[config.mk]
export PLATFORM = sky130hd
export DESIGN_NAME = led_pattern_engine
export DESIGN_NICKNAME = d
export VERILOG_FILES = /design/src/rtl/led_pkg.sv /design/src/rtl/step_tick.sv /design/src/rtl/led_pattern_engine.sv
export SDC_FILE = /design/constraint.sdc
export NUM_CORES = 1
export LEC_CHECK = 0
export ABC_CLOCK_PERIOD_IN_PS = 4900
export CAP_MARGIN = 20
export CORE_MARGIN = 4
export CORE_UTILIZATION = 40
export CTS_CLUSTER_SIZE = 30
export DETAILED_ROUTE_END_ITERATION = 6
export GPL_TIMING_DRIVEN = 0
export PLACE_DENSITY = 0.66
export SYNTH_ARGS = -nofsm -noshare
export SYNTH_HDL_FRONTEND = slang
export SYNTH_HIERARCHICAL = 1
export SYNTH_SLANG_ARGS = --single-unit
[constraint.sdc]
create_clock -name clk -period 4.9 [get_ports clk]
set_input_delay 0.98 -clock clk [delete_from_list [all_inputs] [get_ports clk]]
set_output_delay 0.98 -clock clk [all_outputs]
set_load 0.02 [all_outputs]
[src/rtl/led_pkg.sv]
`default_nettype none
// +----------------------------------------------------------------------+
// | Module  : led_pkg                                                    |
// | Brief   : shared mode encodings and helpers for led_pattern_engine   |
// | Revision: 1.0                                                        |
// +----------------------------------------------------------------------+
package led_pkg;

  localparam int MODE_W = 3;

  localparam logic [MODE_W-1:0] MODE_BOUNCE    = 3'd0;
  localparam logic [MODE_W-1:0] MODE_FILL      = 3'd1;
  localparam logic [MODE_W-1:0] MODE_CONVERGE  = 3'd2;
  localparam logic [MODE_W-1:0] MODE_ALT       = 3'd3;
  localparam logic [MODE_W-1:0] MODE_ROTATE    = 3'd4;
  localparam logic [MODE_W-1:0] MODE_AUTO_LAST = 3'd4;

  // Auto-cycle order 0->1->2->3->4->0.
  function automatic logic [MODE_W-1:0] next_auto_mode(input logic [MODE_W-1:0] mode);
    return (mode >= MODE_AUTO_LAST) ? MODE_BOUNCE : mode + 3'd1;
  endfunction

endpackage
`default_nettype wire

[src/rtl/step_tick.sv]
`default_nettype none
// +----------------------------------------------------------------------+
// | Module  : step_tick                                                  |
// | Brief   : pausable prescaler; tick every step_div+1 clocks           |
// | Revision: 1.0                                                        |
// +----------------------------------------------------------------------+
module step_tick #(
  parameter int DIV_W = 26
) (
  input  logic             clk,
  input  logic             reset,
  input  logic             pause,
  input  logic             clear,
  input  logic [DIV_W-1:0] step_div,
  output logic             tick
);

  logic [DIV_W-1:0] div_cnt;

  // >= rather than == so lowering step_div mid-count wraps at once.
  assign tick = !pause && (div_cnt >= step_div);

  always_ff @(posedge clk or negedge reset) begin
    if (!reset) begin
      div_cnt <= '0;
    end else if (clear) begin
      div_cnt <= '0;
    end else if (!pause) begin
      div_cnt <= tick ? '0 : div_cnt + DIV_W'(1);
    end
  end

endmodule
`default_nettype wire

[src/rtl/led_pattern_engine.sv]
`default_nettype none
// +----------------------------------------------------------------------+
// | Module  : led_pattern_engine                                         |
// | Brief   : N-wide LED bar animator, five patterns, auto-cycle, mirror |
// |           optional PWM dimming when LED_PWM_EN is defined            |
// | Revision: 1.0                                                        |
// +----------------------------------------------------------------------+
module led_pattern_engine
  import led_pkg::*;
#(
  parameter int N_LEDS  = 26,
  parameter int WIN     = 3,
  parameter int DIV_W   = 26,
  parameter int REPEATS = 1
) (
  input  logic              clk,
  input  logic              reset,
  input  logic [MODE_W-1:0] mode_i,
  input  logic              auto_i,
  input  logic              pause_i,
  input  logic              dir_i,
  input  logic [DIV_W-1:0]  step_div,
`ifdef LED_PWM_EN
  input  logic [3:0]        duty,
`endif
  output logic [N_LEDS-1:0] led_o,
  output logic [MODE_W-1:0] active_mode,
  output logic              pattern_done
);

  localparam int K_W   = $clog2(2 * N_LEDS);
  localparam int IDX_W = $clog2(N_LEDS);
  localparam int H     = (N_LEDS + 1) / 2;
  localparam int REP_W = (REPEATS > 1) ? $clog2(REPEATS + 1) : 1;

  localparam logic [K_W-1:0]   K_ONE       = K_W'(1);
  localparam logic [K_W-1:0]   K_N         = K_W'(N_LEDS);
  localparam logic [K_W-1:0]   K_H         = K_W'(H);
  localparam logic [K_W-1:0]   K_PEAK      = K_W'(N_LEDS - WIN);
  localparam logic [K_W-1:0]   K_FILL_LAST = K_W'(2 * N_LEDS - 1);
  localparam logic [K_W-1:0]   K_CONV_LAST = K_W'(2 * H - 1);
  localparam logic [K_W-1:0]   K_ROT_LAST  = K_W'(N_LEDS - 1);
  localparam logic [REP_W-1:0] REP_MAX     = REP_W'(REPEATS);

  localparam logic [2*N_LEDS-1:0] ALT_PAIRS = {N_LEDS{2'b10}};
  localparam logic [N_LEDS-1:0]   ODD_MASK  = ALT_PAIRS[N_LEDS-1:0];
  localparam logic [N_LEDS-1:0]   WIN_MASK  = {{(N_LEDS-WIN){1'b0}}, {WIN{1'b1}}};
  localparam logic [N_LEDS-1:0]   DOT       = {{(N_LEDS-1){1'b0}}, 1'b1};

  logic [N_LEDS-1:0] state, state_d;
  logic [K_W-1:0]    k, k_d, pair_k;
  logic [IDX_W-1:0]  lo_idx, hi_idx;
  logic              flag, flag_d;
  logic [REP_W-1:0]  rep, rep_d;
  logic [MODE_W-1:0] mode_d;
  logic              done_d, clear, tick;
  logic [N_LEDS-1:0] gate, gated, mirrored, led_d;

  step_tick #(.DIV_W(DIV_W)) u_step_tick (
    .clk      (clk),
    .reset    (reset),
    .pause    (pause_i),
    .clear    (clear),
    .step_div (step_div),
    .tick     (tick)
  );

  always_comb begin
    state_d = state;
    k_d     = k;
    flag_d  = flag;
    rep_d   = rep;
    mode_d  = active_mode;
    done_d  = 1'b0;
    clear   = 1'b0;
    pair_k  = '0;
    lo_idx  = '0;
    hi_idx  = '0;

    if (auto_i) begin
      if (active_mode > MODE_AUTO_LAST) begin
        mode_d = MODE_BOUNCE;
        clear  = 1'b1;
      end else if (rep >= REP_MAX) begin
        mode_d = next_auto_mode(active_mode);
        clear  = 1'b1;
      end
    end else if (mode_i != active_mode) begin
      mode_d = mode_i;
      clear  = 1'b1;
    end

    // A mode change swallows any tick landing on the same clock.
    if (clear) begin
      state_d = '0;
      k_d     = '0;
      flag_d  = 1'b0;
      rep_d   = '0;
    end else if (tick) begin
      case (active_mode)
        MODE_BOUNCE: begin
          // k is the window position; flag marks the falling half.
          state_d = WIN_MASK << k;
          if (!flag && (k != K_PEAK)) begin
            k_d = k + K_ONE;
          end else begin
            k_d    = k - K_ONE;
            done_d = (k == K_ONE);
            flag_d = (k != K_ONE);
          end
        end
        MODE_FILL: begin
          if (k < K_N) begin
            lo_idx          = IDX_W'(k);
            state_d[lo_idx] = 1'b1;
          end else begin
            lo_idx          = IDX_W'(k - K_N);
            state_d[lo_idx] = 1'b0;
          end
          done_d = (k == K_FILL_LAST);
          k_d    = done_d ? '0 : k + K_ONE;
        end
        MODE_CONVERGE: begin
          pair_k          = (k < K_H) ? k : k - K_H;
          lo_idx          = IDX_W'(pair_k);
          hi_idx          = IDX_W'(K_N - K_ONE - pair_k);
          state_d[lo_idx] = (k < K_H);
          state_d[hi_idx] = (k < K_H);
          done_d          = (k == K_CONV_LAST);
          k_d             = done_d ? '0 : k + K_ONE;
        end
        MODE_ALT: begin
          state_d = k[0] ? ~ODD_MASK : ODD_MASK;
          done_d  = k[0];
          k_d     = k[0] ? '0 : K_ONE;
        end
        MODE_ROTATE: begin
          state_d = DOT << k;
          done_d  = (k == K_ROT_LAST);
          k_d     = done_d ? '0 : k + K_ONE;
        end
        default: begin
          state_d = '1;
        end
      endcase
      if (done_d && auto_i && (rep < REP_MAX)) begin
        rep_d = rep + REP_W'(1);
      end
    end
  end

`ifdef LED_PWM_EN
  logic [3:0] pwm_cnt;

  always_ff @(posedge clk or negedge reset) begin
    if (!reset) begin
      pwm_cnt <= 4'd0;
    end else begin
      pwm_cnt <= pwm_cnt + 4'd1;
    end
  end

  assign gate = {N_LEDS{(pwm_cnt < duty) || (duty == 4'hF)}};
`else
  assign gate = '1;
`endif

  assign gated = state_d & gate;

  always_comb begin
    mirrored = '0;
    for (int i = 0; i < N_LEDS; i++) begin
      mirrored[i] = gated[N_LEDS-1-i];
    end
  end

  assign led_d = dir_i ? mirrored : gated;

  always_ff @(posedge clk or negedge reset) begin
    if (!reset) begin
      state        <= '0;
      k            <= '0;
      flag         <= 1'b0;
      rep          <= '0;
      active_mode  <= MODE_BOUNCE;
      pattern_done <= 1'b0;
      led_o        <= '0;
    end else begin
      state        <= state_d;
      k            <= k_d;
      flag         <= flag_d;
      rep          <= rep_d;
      active_mode  <= mode_d;
      pattern_done <= done_d;
      led_o        <= led_d;
    end
  end

endmodule
`default_nettype wire

* Yosys cells after proc, flatten, opt, wreduce, memory -nomap -nowiden
Index checks and enable logic that the tools add are counted.
** Cells by class
- $add $sub $neg :: 8
- $lt $le $gt $ge :: 15
- Eq/ne operators :: 13
- Shift operators :: 2
- Multiplexer cells :: 49
- Bitwise logic cells :: 3
- Reductions and logical operators :: 21
** Operators with widths (count)
- $mux W26 :: 8
- $pmux W26 S5 :: 1
- $bwmux W26 :: 2
- $mux W6 :: 5
- $add A26 B1 Y26 const B :: 1
- $and A26 B26 Y26 :: 1
- $ge A26 B26 Y1 :: 1
- $not A26 Y26 :: 1
- $or A26 B26 Y26 :: 1
- $shl A1 B6 Y26 const A :: 1
- $shl A3 B6 Y26 const A :: 1
- $lt A5 B6 Y1 const B :: 4
- $pmux W6 S4 :: 1
- $mux W1 :: 21
- $demux W1 S5 :: 4
- $ge A5 B1 Y1 const B :: 4
- $mux W3 :: 5
- $logic_and A1 B1 Y1 :: 8
- $reduce_bool A2 Y1 :: 4
- $add A6 B1 Y6 const B :: 1
- $eq A3 B2 Y1 const B :: 2
- $eq A6 B1 Y1 const B :: 1
- $eq A6 B5 Y1 const B :: 1
- $eq A6 B6 Y1 const B :: 1
- 28 further kinds :: 31
** Word-level totals
- Flip-flop bits (word level) :: 90
- Input bits :: 34
- Output and inout port bits :: 30
- Word-level logic and storage cells :: 119

* Longest topological paths before layout
Gate-level depths: netlist of the first run.
- Depth in word-level cells :: 12
- Mapped depth :: 17

* By module
The synthesis of the first run kept the hierarchy.
** Modules (own cells, without submodules)
- led_pattern_engine :: times used 1, cells each 718, area each 5709.2 µm²
- step_tick :: times used 1, cells each 262, area each 2233.4 µm²

* Least setup slack after synthesis of the first run
Ideal clock, no wire load.
- Path kind :: input to register
- From :: input port step_div[24]
- To :: register led_o[12]
- Arrival :: 3.842 ns
- Data required time :: 4.755 ns
- Path slack :: 0.913 ns
- Cell stages on the path :: 16
- Path buffers :: 3
- Cell sequence :: inv_1 ha_1 nand4_1 nor3_1 o311a_1 buf_2 buf_2 nor2b_1 o21ai_0 o21ai_0 a21oi_1 clkbuf_1 o221ai_1 a32oi_1 a2bb2oi_1 mux2i_1
** Between the ends
- Word-level cells in the longest chain between the ends :: 5
** RTL lines
- from (decl) :: RTL line led_pattern_engine.sv:22 : input logic [DIV_W-1:0] step_div,
- $ge A26 B26 Y1 :: RTL line step_tick.sv:21 : assign tick = !pause && (div_cnt >= step_div);
- $logic_and A1 B1 Y1 :: RTL line step_tick.sv:21
- via tick :: RTL line led_pattern_engine.sv:56 : logic done_d, clear, tick;
- $mux W26 :: RTL line led_pattern_engine.sv:99 : end else if (tick) begin
- $mux W26 :: RTL line led_pattern_engine.sv:94 : if (clear) begin
- $mux W26 :: RTL line led_pattern_engine.sv:177 : assign led_d = dir_i ? mirrored : gated;
- via led_d[12] :: RTL line led_pattern_engine.sv:57 : logic [N_LEDS-1:0] gate, gated, mirrored, led_d;
- to (signal assigned) :: RTL line led_pattern_engine.sv:195 : led_o <= led_d;
- to (decl) :: RTL line led_pattern_engine.sv:26 : output logic [N_LEDS-1:0] led_o,
The timed path passes the listed nets, and every way through them passes these cells.
A chain may end at the register's enable or synchronous reset.

* Worst setup path in the final report of the first run
- From :: input port step_div[15]
- To :: register led_o[3]
Same word-level chain as after synthesis.

==> results.txt, run 1 <==
CP endpoint kind: flip-flop
Synth Area per Inst: 8.10 um^2
Final Power: 2.36 mW
TNS Setup: 0 ns
# nets final: 1,138
Final setup margin: 0.197 ns
Crit Path Max Fanout: 10
Final WL: 30,800 um
CTS clk-pin slew, worst paths: 0.08 ns
Worst skew pair latency: 0.37 ns
P per Cell Area: 251 mW/mm^2
Layout cells sized above 1: 10.4%
Flop pwr share: 33.2%
Syn nets: 1,056
Post-CTS Hold Fix Bufs: 0
CP startpoint: step_div[15]
Post-synth cell types: 94
FFs w/ async S/R, synth: 100%
Startpoint Class: input pin
Clock network power share: 35.0%
HP Class: input pin to asynchronous set/reset pin
Multi-input logic area: 0.00523 mm^2
Register bit total from synthesis: 90
Core Util, Final: 48.1%
Commonest cells in the synthesized netlist: dfrtp_1, nor2_1, nand2_1, o21ai_0, inv_1
WL/cell: 23.2 um
Vias: 8,557
Switching pwr: 0.908 mW
YS warnings: 6
Final count of hold timing violations: 0
Area of the die: 0.0222 mm^2
Synth area leader: dfrtp_1
RSZ-0062 raised after global routing: false
Total grt overflow: 0
CTS tree: built
Tmin final: 4.70 ns
Synth area leaders: dfrtp_1, ha_1, o21ai_0, nor2_1, nand2_1
H-tree levels: 3
Critical path data arrival time: 4.92 ns
Initial Util: 40.7%
Ys flop type: dfrtp_1
DRT Pass-1 Iters: 5
Port bufs: 61
Vias/cell: 6.42
Global-route usage over all layers: 27.6%
GPL Wtd Cong: 1.07
Switching Fraction: 38.4%
Die X: 149 um
EDFF count, synth: 0
First-pass GRT wire length: 47,500 um
Vias in the first global route: 8,087
Worst slew margin: 35.0%
Fmax: 0.213 GHz
Remaining DRCs: 0
TritonCTS sink count: 90
Share of the synthesized area in the top cell type: 28.4%
Max Cap Viol: 0
Crit path required time: 5.12 ns
Cells after Synth: 980
Internal: 1.45 mW
Clock root buffer: clkbuf_16
Slew Viols, Final: 0
Pin count of the biggest net entering global routing: 67
Post-synthesis sequential area ratio: 28.4%
Reg-to-reg startpoint: k[0]
Number of I/O pins: 64
Maximum clock insertion buffer count: 2
Maximum vdd drop: 157 uV
HPWL after DPL: 23,500 um
Synthesized cell area: 0.00794 mm^2
Setup violators final: 0
Area Growth Syn to Fin: 18.3%
Row count: 51
Fin Clk Skew: 0.00877 ns
Die Ht: 149 um
Setup WS pre-CTS: -1.21 ns
# diodes: 0
Register area: 0.00225 mm^2
Fillers: 1,985
Setup Crit Path Kind: input pin to flip-flop
Initial antenna violation count: 0
Comb pwr share: 31.7%
Run status: finished clean
Leakage: 3.91 nW
Period utilisation layout: 96.0%
Antenna-violating nets left: 0
Total CTS buffers: 9
Worst-Margin Slew: 0.973 ns
Core area: 0.0195 mm^2
First-iteration detailed-routing DRC count: 985
## cells by family after synthesis
group | count (synthesis) | share of synthesized area [%]
DFF | 90 | 28.4
adders and majority gates | 43 | 6.74
and+or+nand+nor | 360 | 23.3
AOI/OAI and AO/OA | 321 | 29.3
buffers and inverters | 122 | 6.49
muxes | 37 | 4.90
xor gates and xnor gates | 7 | 0.945
## layout by cell type (no fill, tap or decap), drive strengths merged, types with 16 or more instances in the layout
| master | synthesis | final |
|---|---|---|
| a211oi | 19 | 19 |
| a21oi | 35 | 35 |
| a31oi | 21 | 21 |
| buf | 28 | 40 |
| clkbuf | 33 | 42 |
| clkdlybuf4s50 | 0 | 60 |
| dfrtp | 90 | 90 |
| ha | 42 | 42 |
| inv | 60 | 62 |
| mux2i | 25 | 25 |
| nand2 | 82 | 82 |
| nand3 | 33 | 33 |
| nand4 | 18 | 18 |
| nor2 | 91 | 91 |
| nor2b | 17 | 17 |
| nor3 | 42 | 42 |
| nor4 | 16 | 16 |
| o21ai | 78 | 78 |
| o221ai | 16 | 16 |
## final timing paths
| kind | depth (start not counted) | end | slack, ns |
|---|---|---|---|
| worst min-delay path | 1 | led_o[0] | 0.53 |
| max in group asynchronous | 2 | u_step_tick/div_cnt[5] | 3.69 |
| min in group clk | 1 | u_step_tick/div_cnt[23] | 0.57 |
| worst max-delay path | 18 | led_o[3] | 0.20 |
| worst min register to register | 1 | u_step_tick/div_cnt[23] | 0.57 |
| worst max register to register | 16 | led_o[7] | 0.36 |
## registers in the layout, indices dropped and copies added (netlist names)
| register | flops |
|---|---|
| active_mode | 3 |
| flag | 1 |
| k | 6 |
| led_o | 26 |
| pattern_done | 1 |
| rep | 1 |
| state | 26 |
| u_step_tick/div_cnt | 26 |
## power groups by stage
stage / clock (mW) / combinational (mW) / sequential (mW)
2_1_floorplan: 0 / 0.427 / 0.805
3_3_place_gp: 0 / 0.721 / 0.800
3_5_place_dp: 0 / 0.717 / 0.800
4_1_cts: 0.839 / 0.718 / 0.785
5_1_grt: 0.862 / 0.797 / 0.789
6_report: 0.827 / 0.750 / 0.785
## layout make-up
class / count / share of cell area, %
multi-input cells: 768 / 55.7
flip-flops and latches: 90 / 24.0
repair buffers: 72 / 7.57
well taps: 265 / 3.53
plain buffers: 60 / 3.08
clock buffers: 10 / 2.54
inverters: 61 / 2.52
clock inverters: 6 / 1.12
## worst max-delay path, cell delays in order
cell and delay [ns]:
clkdlybuf4s50_1 0.46, inv_1 0.05, ha_1 0.31, nand4_1 0.17, nor3_1 0.31, o311a_1 0.29, buf_2 0.23, buf_2 0.26
nor2b_1 0.08, o21ai_2 0.16, o21ai_1 0.23, a21oi_2 0.15, buf_4 0.17, o21ai_0 0.08, o21ai_0 0.37, o32ai_1 0.16
a21oi_1 0.31, mux2i_1 0.13
## routing by layer
layer | up-vias | track usage, % | wire length (um)
met2 | 481 | 41.1 | 13400
li1 | 3862 | - | -
met3 | 84 | 6.72 | 2960
met4 | 0 | 11.6 | 1260
met5 | - | 0 | 0
met1 | 4130 | 38.5 | 13200
## through the flow
stage	std cells	hold slack, ns	area (um^2)
5_1_grt	1332	0.558	9390
4_1_cts	1325	0.535	9300
3_5_place_dp	1307	0.554	8910
6_report	1332	0.527	9390
2_1_floorplan	980	0.507	7940
3_3_place_gp	1306	0.551	8880
## what timing repair did
| item | 4_1_cts | 5_1_grt |
|---|---|---|
| endpoints found under the setup margin | 53 | 39 |
| resized for setup | 11 | 11 |
| buffers inserted | 3 | 7 |
| gates cloned | 0 | 0 |
| pin swaps | 0 | 0 |
Power figures use the tool's default switching activity.
==> run 2: changes to the inputs <==
PLACE_DENSITY = 0.67   (was 0.66)
SYNTH_HIERARCHICAL = unset   (was 1)
==> run 2 against run 1 <==
Total power increased by 16%. Hold slack improved by 0.026 ns. Sequential cell count unchanged. Critical path type is now flip-flop to flip-flop. Largest cell class unchanged.
==> results.txt, run 2 <==
Run status: finished clean
Port bufs: 60 (-1.6%)
Tmin final: 4.68 ns (-0.0214 ns)
Placed Area: 0.00860 mm^2 (-3.5%)
Vias/cell: 6.43 (about the same)
Crit path required time: 5.14 ns (+0.02 ns)
CTS tree: built
FF-to-FF path depth: 14 (-2)
Core area: 0.0188 mm^2 (-3.9%)
Placed cell count: 1,248 (-4.5%)
CTS clk-pin slew, worst paths: 0.08 ns (about the same)
Vias in the first global route: 7,687 (-4.9%)
Commonest cells in the synthesized netlist: dfrtp_1, nand2_1, nor2_1, o21ai_0, a21oi_1
Most common cell in the synthesized netlist: dfrtp_1
Maximum vdd drop: 203 uV (+29%)
Comb pwr share: 45.2% (+14 points)
Final setup margin: 0.219 ns (+0.0214 ns)
Most common cell after layout, fill and taps aside: dfrtp_1
Setup violators final: 0 (unchanged)
Slew Viols, Final: 0 (unchanged)
Synth Area per Inst: 8.06 um^2 (-0.54%)
Worst-Margin Slew: 1.18 ns (+0.205 ns)
Max Cap Viol: 0 (unchanged)
Synth area leader: dfrtp_1
Critical path data arrival time: 4.92 ns (about the same)
WL/cell: 23.1 um (about the same)
Initial antenna violation count: 1 (+1)
Final count of hold timing violations: 0 (unchanged)
Clock root buffer: clkbuf_16
Synthesized cell area: 0.00768 mm^2 (-3.3%)
Antenna-violating nets left: 0 (unchanged)
DRT Pass-1 Iters: 6 (+1)
FFs w/ async S/R, synth: 100% (unchanged)
Setup Crit Path Kind: flip-flop to flip-flop
Register area: 0.00225 mm^2 (unchanged)
Total grt overflow: 0 (unchanged)
P per Cell Area: 308 mW/mm^2 (+22%)
Syn nets: 1,029 (-2.6%)
Synth area leaders: dfrtp_1, ha_1, nand2_1, o21ai_0, nor2_1
Top flop regs: led_o: 26 flops, state: 26 flops, u_step_tick.div_cnt: 26 flops
HP Class: flip-flop to flip-flop
Worst hold stages: 2
Worst slew margin: 20.8% (-14 points)
# nets final: 1,101 (-3.3%)
HPWL after DPL: 22,300 um (-4.8%)
YS warnings: 0 (-6)
GPL Wtd Cong: 1.02 (-4.9%)
Vias: 8,119 (-5.1%)
Post-route insts no fill: 1,263 (-5.2%)
Share of the synthesized area in the top cell type: 29.3% (+0.96 points)
First-iteration detailed-routing DRC count: 1,083 (+9.9%)
Internal: 1.53 mW (+4.9%)
Clock network power share: 26.2% (-8.8 points)
Setup WS pre-CTS: -0.0438 ns (+1.17 ns)
Final instance area: 0.00891 mm^2 (-5.2%)
Fin Clk Skew: 0.0165 ns (+0.00776 ns)
Die Ht: 147 um (-1.6%)
Switching pwr: 1.21 mW (+34%)
Maximum clock insertion buffer count: 2 (unchanged)
Multi-input logic area: 0.00500 mm^2 (-4.4%)
Number of I/O pins: 64 (unchanged)
Period utilisation layout: 95.5% (-0.44 points)
Die X: 147 um (-1.6%)
Crit Path Max Fanout: 11 (+1)
First-pass GRT wire length: 44,700 um (-5.8%)
Cells after Synth: 953 (-2.8%)
Register bit total from synthesis: 90 (unchanged)
Post-synth cell types: 88 (-6.4%)
Final Power: 2.74 mW (+16%)
RSZ-0062 raised after global routing: false
Row count: 50 (-2.0%)
Fmax: 0.214 GHz (+0.46%)
Final WL: 29,200 um (-5.2%)
Fillers: 1,872 (-5.7%)
Switching Fraction: 44.3% (+5.9 points)
CP endpoint kind: flip-flop
Worst skew pair latency: 0.36 ns (about the same)
Flop pwr share: 28.6% (-4.6 points)
Remaining DRCs: 0 (unchanged)
Area Growth Syn to Fin: 15.9%
Post-synthesis sequential area ratio: 29.3% (+0.96 points)
Ys flop type: dfrtp_1
Pin count of the biggest net entering global routing: 55 (-18%)
# diodes: 0 (unchanged)
TritonCTS sink count: 90 (unchanged)
Total CTS buffers: 9 (unchanged)
Leakage: 3.62 nW (-7.3%)
EDFF count, synth: 0 (unchanged)
Global-route usage over all layers: 26.6% (-1.0 points)
Startpoint Class: flip-flop
Most frequent cells in the layout: dfrtp_1, nand2_1, nor2_1
Area of the die: 0.0215 mm^2 (-3.1%)
Initial Util: 40.9% (+0.26 points)
Post-CTS Hold Fix Bufs: 0 (unchanged)
Layout cells sized above 1: 6.90% (-3.5 points)
Core Util, Final: 47.5% (-0.66 points)
H-tree levels: 3 (unchanged)
[run 2: changes by cell type after synthesis, moves of 7 or more]
cell      before  now
a21oi_1       33   56
a31oi_1       20   37
clkbuf_1      33   45
inv_1         59   41
nand3_1       32   24
nor2_1        90   79
nor4_1        15    6
o21ai_0       69   60
o221ai_1      16    6
o311ai_1       8    1
o32ai_1        2   10
xor2_1         2   11
[run 2: repair_timing]
action	CTS	global route
buffers inserted	0	1
setup endpoints to repair	2	16
resized for setup	0	5
cloned	0	0
[run 2: logic make-up (layout without fill, tap and decap cells)]
logic type	count (synthesis)	after routing	share of synthesized area [%]
AND/OR/NAND/NOR	333	333	21.9
AO/OA/AOI/OAI	331	331	30.1
buffers and inverters	109	185	5.77
flip-flops	90	90	29.3
adder cells (fa/ha/maj)	43	43	6.97
multiplexers	26	26	3.52
XOR/XNOR	21	21	2.39
[run 2: area by class of cell]
type                            instances  area share, %
Clock buffer                           11           2.61
Sequential cell                        90           25.3
Timing Repair Buffer                   62           7.11
Multi-Input combinational cell        754           56.1
Clock inverter                          4          0.576
Buffer                                 64           3.10
Inverter                               44           1.90
Tap cell                              234           3.29
[run 2: metrics by stage]
stage / hold WS [ns] / setup TNS, ns
global route: 0.588 / 0
finish: 0.552 / 0
detailed placement: 0.543 / -0.0565
global placement: 0.539 / -63.86
floorplan: 0.478 / 0
CTS: 0.556 / 0
[run 2: power by group through the flow]
stage | clock network, mW | logic, mW | registers, mW
2_1_floorplan | 0 | 0.711 | 0.810
3_3_place_gp | 0 | 1.20 | 0.798
3_5_place_dp | 0 | 1.19 | 0.799
4_1_cts | 0.726 | 1.20 | 0.784
5_1_grt | 0.761 | 1.30 | 0.788
6_report | 0.717 | 1.24 | 0.785
[run 2: final timing paths]
path / startpoint / to / slack (ns)
worst max-delay path: k[1] / led_o[17] / 0.22
worst min-delay path: u_step_tick.div_cnt[25] / u_step_tick.div_cnt[25] / 0.55
worst max register to register: k[1] / led_o[17] / 0.22
worst min register to register: u_step_tick.div_cnt[25] / u_step_tick.div_cnt[25] / 0.55
max in group asynchronous: reset / led_o[17] / 3.67
min in group asynchronous: reset / u_step_tick.div_cnt[22] / 0.58
[run 2: worst max-delay path: stages, from the launching register on]
cell        delay, ns
dfrtp_1          0.52
clkbuf_4         0.33
clkinvlp_4       0.23
ha_1             0.34
nand3b_1         0.33
nand2_4          0.23
o21ai_0          0.10
ha_1             0.21
clkbuf_1         0.22
or3_1            0.44
o22a_1           0.29
or4_1            0.42
a31oi_1          0.35
o2bb2ai_1        0.22
mux2_2           0.32
[run 2: metal layers]
metal  up-vias  global-route usage, %  wire (um)
li1       3737                      -          -
met1      3895                   34.5      12100
met2       394                   43.4      13500
met3        91                   4.50       2210
met4         2                   12.1       1400
met5         -                      0         20
